### src/rtl/debug_frame_controller_if.sv
// UART FIFO side of the debug frame controller: RX FWFT head/pop and TX push/full.
// master = controller, slave = FIFO pair.
interface debug_frame_controller_if;
    logic [7:0] rx_data;
    logic       rx_empty;
    logic       rx_read;
    logic       tx_full;
    logic [7:0] tx_data;
    logic       tx_write;

    modport master (
        input  rx_data, rx_empty, tx_full,
        output rx_read, tx_data, tx_write
    );

    modport slave (
        output rx_data, rx_empty, tx_full,
        input  rx_read, tx_data, tx_write
    );
endinterface

### src/rtl/debug_frame_controller.sv
// Debug controller: UART byte commands drive run/step/breakpoint; each stop streams HDR, snapshot, XOR.
// All outputs registered from next-state decode; TX stalls on tx_full, RX pops at most every other cycle.
module debug_frame_controller #(
    parameter int         SNAP_BYTES = 96,
    parameter int         PC_WIDTH   = 8,
    parameter logic [7:0] HDR_BYTE   = 8'hA5
) (
    input  logic                    clock,
    input  logic                    reset,
    input  logic                    end_of_program,
    input  logic [PC_WIDTH-1:0]     pc,
    input  logic [8*SNAP_BYTES-1:0] snapshot,
    debug_frame_controller_if.master uart,
    output logic                    pipe_enable,
    output logic                    pipe_reset,
    output logic                    bp_valid,
    output logic [4:0]              state_leds
);

    localparam logic [2:0] S_IDLE      = 3'd0;
    localparam logic [2:0] S_RUN       = 3'd1;
    localparam logic [2:0] S_STEP      = 3'd2;
    localparam logic [2:0] S_BP_ARG    = 3'd3;
    localparam logic [2:0] S_SEND      = 3'd4;
    localparam logic [2:0] S_STEP_GO   = 3'd5;
    localparam logic [2:0] S_STEP_WAIT = 3'd6;

    localparam logic [7:0] CMD_C = 8'h63;
    localparam logic [7:0] CMD_S = 8'h73;
    localparam logic [7:0] CMD_B = 8'h62;
    localparam logic [7:0] CMD_X = 8'h78;
    localparam logic [7:0] CMD_R = 8'h72;
    localparam logic [7:0] CMD_N = 8'h6E;
    localparam logic [7:0] LAST_PAY = 8'(SNAP_BYTES);

    logic [2:0]              state, nxt, ret, ret_nxt;
    logic [PC_WIDTH-1:0]     bp_addr;
    logic [8*SNAP_BYTES-1:0] snap_buf;
    logic [7:0]              cnt, chk, tx_data_q;
    logic                    chk_phase, rx_read_q, tx_write_q;
    logic                    can_pop, pop, bp_set, bp_clr, latch, send;

    assign uart.rx_read  = rx_read_q;
    assign uart.tx_data  = tx_data_q;
    assign uart.tx_write = tx_write_q;

    // The FIFO head only moves after the registered pop, so skip the cycle it is still stale.
    assign can_pop = !uart.rx_empty && !rx_read_q;

    function automatic logic [4:0] leds_of(input logic [2:0] s);
        case (s)
            S_RUN:                          leds_of = 5'b00010;
            S_STEP, S_STEP_GO, S_STEP_WAIT: leds_of = 5'b00100;
            S_BP_ARG:                       leds_of = 5'b01000;
            S_SEND:                         leds_of = 5'b10000;
            default:                        leds_of = 5'b00001;
        endcase
    endfunction

    always_comb begin
        nxt     = state;
        ret_nxt = ret;
        pop     = 1'b0;
        bp_set  = 1'b0;
        bp_clr  = 1'b0;
        latch   = 1'b0;
        send    = 1'b0;
        case (state)
            S_IDLE: begin
                if (can_pop) begin
                    pop = 1'b1;
                    case (uart.rx_data)
                        CMD_C:   nxt = S_RUN;
                        CMD_S:   nxt = S_STEP;
                        CMD_B:   nxt = S_BP_ARG;
                        CMD_X:   bp_clr = 1'b1;
                        default: ;
                    endcase
                end
            end
            S_BP_ARG: begin
                if (can_pop) begin
                    pop    = 1'b1;
                    bp_set = 1'b1;
                    nxt    = S_IDLE;
                end
            end
            S_RUN: begin
                if (end_of_program) begin
                    nxt     = S_SEND;
                    ret_nxt = S_IDLE;
                    latch   = 1'b1;
                end else if (bp_valid && pc == bp_addr) begin
                    nxt     = S_SEND;
                    ret_nxt = S_STEP;
                    latch   = 1'b1;
                end else if (can_pop) begin
                    pop = 1'b1;
                    if (uart.rx_data == CMD_R) nxt = S_IDLE;
                end
            end
            S_STEP: begin
                if (can_pop) begin
                    pop = 1'b1;
                    if (uart.rx_data == CMD_N)      nxt = S_STEP_GO;
                    else if (uart.rx_data == CMD_R) nxt = S_IDLE;
                end
            end
            S_STEP_GO: nxt = S_STEP_WAIT;
            // One cycle after the enable pulse, so end_of_program reflects the completed step.
            S_STEP_WAIT: begin
                nxt     = S_SEND;
                latch   = 1'b1;
                ret_nxt = end_of_program ? S_IDLE : S_STEP;
            end
            S_SEND: begin
                if (!uart.tx_full) begin
                    send = 1'b1;
                    if (chk_phase) nxt = ret;
                end
            end
            default: nxt = S_IDLE;
        endcase
    end

    always_ff @(posedge clock or posedge reset) begin
        if (reset) begin
            state       <= S_IDLE;
            ret         <= S_IDLE;
            pipe_reset  <= 1'b1;
            pipe_enable <= 1'b0;
            rx_read_q   <= 1'b0;
            tx_write_q  <= 1'b0;
            tx_data_q   <= 8'h00;
            bp_valid    <= 1'b0;
            bp_addr     <= '0;
            cnt         <= 8'h00;
            chk         <= 8'h00;
            chk_phase   <= 1'b0;
            snap_buf    <= '0;
            state_leds  <= 5'b00001;
        end else begin
            state       <= nxt;
            rx_read_q   <= pop;
            tx_write_q  <= send;
            pipe_reset  <= (nxt == S_IDLE) || (nxt == S_BP_ARG);
            pipe_enable <= (nxt == S_RUN) || (nxt == S_STEP_GO);
            state_leds  <= leds_of(nxt);

            if (bp_set) begin
                bp_addr  <= PC_WIDTH'(uart.rx_data);
                bp_valid <= 1'b1;
            end else if (bp_clr) begin
                bp_valid <= 1'b0;
            end

            if (latch) begin
                snap_buf  <= snapshot;
                ret       <= ret_nxt;
                cnt       <= 8'h00;
                chk       <= 8'h00;
                chk_phase <= 1'b0;
            end else if (send) begin
                // Payload drains from the low byte of a shifting buffer; cnt==0 marks the header.
                if (chk_phase) begin
                    tx_data_q <= chk;
                    chk       <= 8'h00;
                    chk_phase <= 1'b0;
                    cnt       <= 8'h00;
                end else if (cnt == 8'h00) begin
                    tx_data_q <= HDR_BYTE;
                    cnt       <= 8'h01;
                end else begin
                    tx_data_q <= snap_buf[7:0];
                    snap_buf  <= snap_buf >> 8;
                    chk       <= chk ^ snap_buf[7:0];
                    if (cnt == LAST_PAY) begin
                        cnt       <= 8'h00;
                        chk_phase <= 1'b1;
                    end else begin
                        cnt <= cnt + 8'd1;
                    end
                end
            end
        end
    end

endmodule

### src/flat_wrapper.sv
// flat-port wrapper written by rule: the top's interface ports become plain ports
module debug_frame_controller_flat 
#(
    parameter int         SNAP_BYTES = 96,
    parameter int         PC_WIDTH   = 8,
    parameter logic [7:0] HDR_BYTE   = 8'hA5
)
  (clock, reset, end_of_program, pc, snapshot, pipe_enable, pipe_reset, bp_valid, state_leds, uart_rx_data, uart_rx_empty, uart_tx_full, uart_rx_read, uart_tx_data, uart_tx_write);
  debug_frame_controller_if uart_i ();
  input  logic clock;
  input  logic reset;
  input  logic end_of_program;
  input  logic [PC_WIDTH-1:0] pc;
  input  logic [8*SNAP_BYTES-1:0] snapshot;
  output logic pipe_enable;
  output logic pipe_reset;
  output logic bp_valid;
  output logic [4:0] state_leds;
  input wire logic [$bits(uart_i.rx_data)-1:0] uart_rx_data;
  input wire logic [$bits(uart_i.rx_empty)-1:0] uart_rx_empty;
  input wire logic [$bits(uart_i.tx_full)-1:0] uart_tx_full;
  output wire logic [$bits(uart_i.rx_read)-1:0] uart_rx_read;
  output wire logic [$bits(uart_i.tx_data)-1:0] uart_tx_data;
  output wire logic [$bits(uart_i.tx_write)-1:0] uart_tx_write;
  assign uart_i.rx_data = uart_rx_data;
  assign uart_i.rx_empty = uart_rx_empty;
  assign uart_i.tx_full = uart_tx_full;
  assign uart_rx_read = uart_i.rx_read;
  assign uart_tx_data = uart_i.tx_data;
  assign uart_tx_write = uart_i.tx_write;
  debug_frame_controller #(.SNAP_BYTES(SNAP_BYTES), .PC_WIDTH(PC_WIDTH), .HDR_BYTE(HDR_BYTE)) u_core (.clock(clock), .reset(reset), .end_of_program(end_of_program), .pc(pc), .snapshot(snapshot), .uart(uart_i), .pipe_enable(pipe_enable), .pipe_reset(pipe_reset), .bp_valid(bp_valid), .state_leds(state_leds));
endmodule
### config.mk
export PLATFORM = sky130hd
export DESIGN_NAME = debug_frame_controller_flat
export DESIGN_NICKNAME = d
export VERILOG_FILES = /design/src/rtl/debug_frame_controller_if.sv /design/src/rtl/debug_frame_controller.sv /design/src/flat_wrapper.sv
export SDC_FILE = /design/constraint.sdc
export NUM_CORES = 2
export LEC_CHECK = 0
export BUFFER_PORTS_ARGS = -buffer_cell sky130_fd_sc_hd__buf_2
export CORE_MARGIN = 8
export CORE_UTILIZATION = 40
export CTS_CLUSTER_DIAMETER = 40
export DETAILED_ROUTE_END_ITERATION = 8
export GPL_TIMING_DRIVEN = 0
export PLACE_DENSITY = 0.62
export SKIP_CTS_REPAIR_TIMING = 1
export SLEW_MARGIN = 20
export SYNTH_ARGS = -nofsm -noshare
export SYNTH_HDL_FRONTEND = slang
export SYNTH_SLANG_ARGS = --single-unit
### constraint.sdc
create_clock -name clock -period 31.9 [get_ports clock]
set_input_delay 4.785 -clock clock [delete_from_list [all_inputs] [get_ports clock]]
set_output_delay 4.785 -clock clock [all_outputs]
set_load 0.1 [all_outputs]
==> flow_metrics.env <==
export IMPL_status="completed"
export IMPL_fin_area_um2=50900
export IMPL_p_switching_w=0.00142
export IMPL_grt_util_all_layers_pct=21.9
export IMPL_syn_area_um2=39900
export IMPL_crit_family="buffers and inverters"
export IMPL_gp_congestion=0.863
export IMPL_area_growth_pct=27.6
export IMPL_grt_setup_unrepaired="false"
export IMPL_row_count=116
export IMPL_p_clk_share_pct=31.8
export IMPL_clock_latency_ns=0.75
export IMPL_relSlewSlack_pct=44.7
export IMPL_maxCapViolCount=0
export IMPL_place_area_um2=45800
export IMPL_hp_class="reg -> reg"
export IMPL_slew_violations=0
export IMPL_synth_nets=3524
export IMPL_cts_tree="built"
export IMPL_slowest_stage="clkbuf_1"
export IMPL_synthCells=2728
export IMPL_seqPwrFrac_pct=37.9
export IMPL_path_cells="buf_2, xnor2_1, and4_1, nand4_2, and3_1, buf_2, buf_2, buf_2, clkbuf_1, mux2_2"
export IMPL_grt_max_degree=101
export IMPL_synth_simple_area_share_pct=1.45
export IMPL_p_leak_nw=22.5
export IMPL_cp_buffers_inverters=5
export IMPL_drive_gt1_share_pct=66.3
export IMPL_seq_area_frac_synth_pct=51.1
export IMPL_setup_viol=0
export IMPL_clock_sinks=815
export IMPL_synthXorXnorAreaFrac_pct=0.395
export IMPL_powerDensity_nw_per_um2=97.1
export IMPL_clk_pin_slew_ns=0.05
export IMPL_dp_final_hpwl_mm=97.9
export IMPL_power_w=0.00494
export IMPL_synth_top_area_share_pct=51.0
export IMPL_antenna_found_initial=130
export IMPL_drt_wl_total_mm=123
export IMPL_crit_type="in -> reg"
export IMPL_grt_pass1_vias=28000
export IMPL_die_x_um=332
export IMPL_core_area_um2=99600
export IMPL_root_buffer="clkbuf_16"
export IMPL_cpMostUsedCell="buf_2"
export IMPL_h_tree_depth=4
export IMPL_grt_overflow_total=0
export IMPL_ys_ff_latch=815
export IMPL_crit_arrival_ns=7.65
export IMPL_synthMuxAreaShare_pct=43.1
export IMPL_yosys_top_cells_count="mux2_2 (1336), dfrtp_1 (813), mux2_1 (192)"
export IMPL_wl_per_cell_um=23.9
export IMPL_ir_drop_mv=0.0508
export IMPL_crit_fanout=10
export IMPL_switching_share_pct=28.7
export IMPL_yosysMostFrequentCell="mux2_2"
export IMPL_fin_crit_ns=7.05
export IMPL_ios=807
export IMPL_cts_buffers=140
export IMPL_firstDrtPassIters=8
export IMPL_finClkSkew_ns=0.0414
export IMPL_synth_top_flop_cell="dfrtp_1"
export IMPL_vias=25900
export IMPL_die_area_um2=110000
export IMPL_synth_avg_cell_area_um2=14.6
export IMPL_grt_pass1_wl_mm=182
export IMPL_worstMarginPinSlew_ns=0.830
export IMPL_drtAntennaViolNets=0
export IMPL_synth_area_leaders="dfrtp_1 (51%), mux2_2 (38%), mux2_1 (5.4%), buf_2 (0.88%), clkbuf_1 (0.61%)"
export IMPL_cp_slowest_stage_delay_ns=0.56
export IMPL_clockBufferDepth=3
export IMPL_fmax_mhz=142
export IMPL_vias_per_cell=5.03
export IMPL_start_kind="input pin"
export IMPL_finalHoldViolCount=0
export IMPL_fin_crit_sh_pct=22.1
export IMPL_portBuffers=805
export IMPL_drtIter0Drc=1101
export IMPL_async_flop_share_pct=100
export IMPL_fin_nets=4480
export IMPL_comb_power_share_pct=30.3
export IMPL_fp_dieH_um=332
export IMPL_drc=0
export IMPL_worstPathRequired_ns=32.51
export IMPL_initial_utilization_pct=40.1
export IMPL_synth_compound_area_share_pct=1.09
export IMPL_synthAdderAreaFrac_pct=0.219
export IMPL_p_int_w=0.00353
export IMPL_ys_warn_count=0
export IMPL_final_fill_count=8773
export IMPL_netlist_cell_type_count=57
export IMPL_synth_top_family_by_area="multiplexers"
export IMPL_synth_top_area_cell="dfrtp_1"
export IMPL_synth_edff_count=0
export IMPL_worstSetupEndpointType="register"
[state kept, by name, summed over array words and instances (netlist names)]
signal                cells
u_core.snap_buf         768
u_core.state_leds         5
u_core.state              3
u_core.bp_addr            8
u_core.ret                1
u_core.uart.tx_data       8
u_core.chk                8
u_core.pipe_reset         1
u_core.uart.tx_write      1
u_core.cnt                8
u_core.pipe_enable        1
u_core.uart.rx_read       1
u_core.bp_valid           1
u_core.chk_phase          1
[worst paths after layout]
path | end | slack [ns] | start | depth (start not counted)
worst min-delay path | u_core.uart.tx_data[0] | 0.47 | u_core.uart.tx_data[0] | 2
worst min register to register | u_core.uart.tx_data[0] | 0.47 | u_core.uart.tx_data[0] | 2
min in group asynchronous | u_core.snap_buf[361] | 4.03 | reset | 2
max in group asynchronous | u_core.snap_buf[734] | 25.80 | reset | 6
worst max register to register | u_core.snap_buf[327] | 28.62 | u_core.bp_addr[0] | 9
worst max-delay path | u_core.snap_buf[327] | 24.85 | pc[0] | 10
[worst reg2reg max path: stages, from the launching register on]
cell      delay (ns)
dfrtp_1         0.38
xnor2_1         0.12
and4_1          0.25
nand4_2         0.19
and3_1          0.18
buf_2           0.28
buf_2           0.44
buf_2           0.35
clkbuf_1        0.56
mux2_2          0.42
[metrics by stage]
stage | hold WS (ns) | setup WS, ns | std cells | TNS [ns] | utilization (%)
finish | 0.472 | 24.85 | 5151 | 0 | 51.2
floorplan | 0.449 | 4.23 | 2728 | 0 | -
global route | 0.510 | 24.71 | 5126 | 0 | 51.1
CTS | 0.479 | 24.87 | 5095 | 0 | 51.0
global placement | 0.461 | -6.84 | 4831 | -5422.54 | 45.8
detailed placement | 0.468 | 24.06 | 4840 | 0 | 46.0
[cells in the final DEF (no fill, tap or decap), drive strengths merged, types with 8 or more instances in the layout]
| cell | netlist | final |
|---|---|---|
| mux2 | 1528 | 1528 |
| buf | 116 | 930 |
| dfrtp | 813 | 813 |
| clkbuf | 65 | 234 |
| diode | 0 | 56 |
| clkinv | 0 | 41 |
| inv | 8 | 24 |
| nand2 | 23 | 23 |
| nor2 | 20 | 20 |
| bufinv | 0 | 19 |
| nor3 | 15 | 15 |
| xor2 | 14 | 14 |
| nand3 | 13 | 13 |
| a21oi | 12 | 12 |
| o21ai | 10 | 10 |
| clkinvlp | 0 | 10 |
| nand2b | 9 | 9 |
| o2bb2ai | 9 | 9 |
| o22ai | 8 | 8 |
[metal layers]
| layer | vias up | part of all wire, % | track usage [%] |
|---|---|---|---|
| met5 | - | 0.31 | 0 |
| met4 | 58 | 3.2 | 8.08 |
| met3 | 305 | 6.7 | 7.22 |
| met2 | 743 | 51 | 38.0 |
| met1 | 12800 | 39 | 25.0 |
| li1 | 12000 | - | - |
[layout make-up]
type	count	area (µm²)	area share, %
clock inverter	86	1190	2.34
inverter	8	37.5	0.0737
tap	1298	1620	3.19
antenna	56	140	0.275
clock buffer	169	3780	7.42
buffer	181	1010	1.99
multi-input combinational	1724	18500	36.3
sequential	815	20400	40.0
timing repair buffer	814	4280	8.40
[power by group through the flow]
stage,combinational [W],clock [W],sequential [W]
6_report,0.00150,0.00157,0.00188
5_1_grt,0.00164,0.00165,0.00194
4_1_cts,0.00151,0.00161,0.00188
3_5_place_dp,0.00151,0,0.00190
3_3_place_gp,0.00146,0,0.00189
2_1_floorplan,0.00122,0,0.00179
[cells by family (layout without fill, tap and decap cells)]
family                     Yosys count  count (layout)
DFF                                815             815
AOI/OAI and AO/OA                   64              64
buffers and inverters              189            1258
and+or+nand+nor                    106             106
xor gates and xnor gates            18              18
adders and majority gates            7               7
other                                0              56
muxes                             1529            1529
No activity file was read; power rests on OpenSTA's default activity.
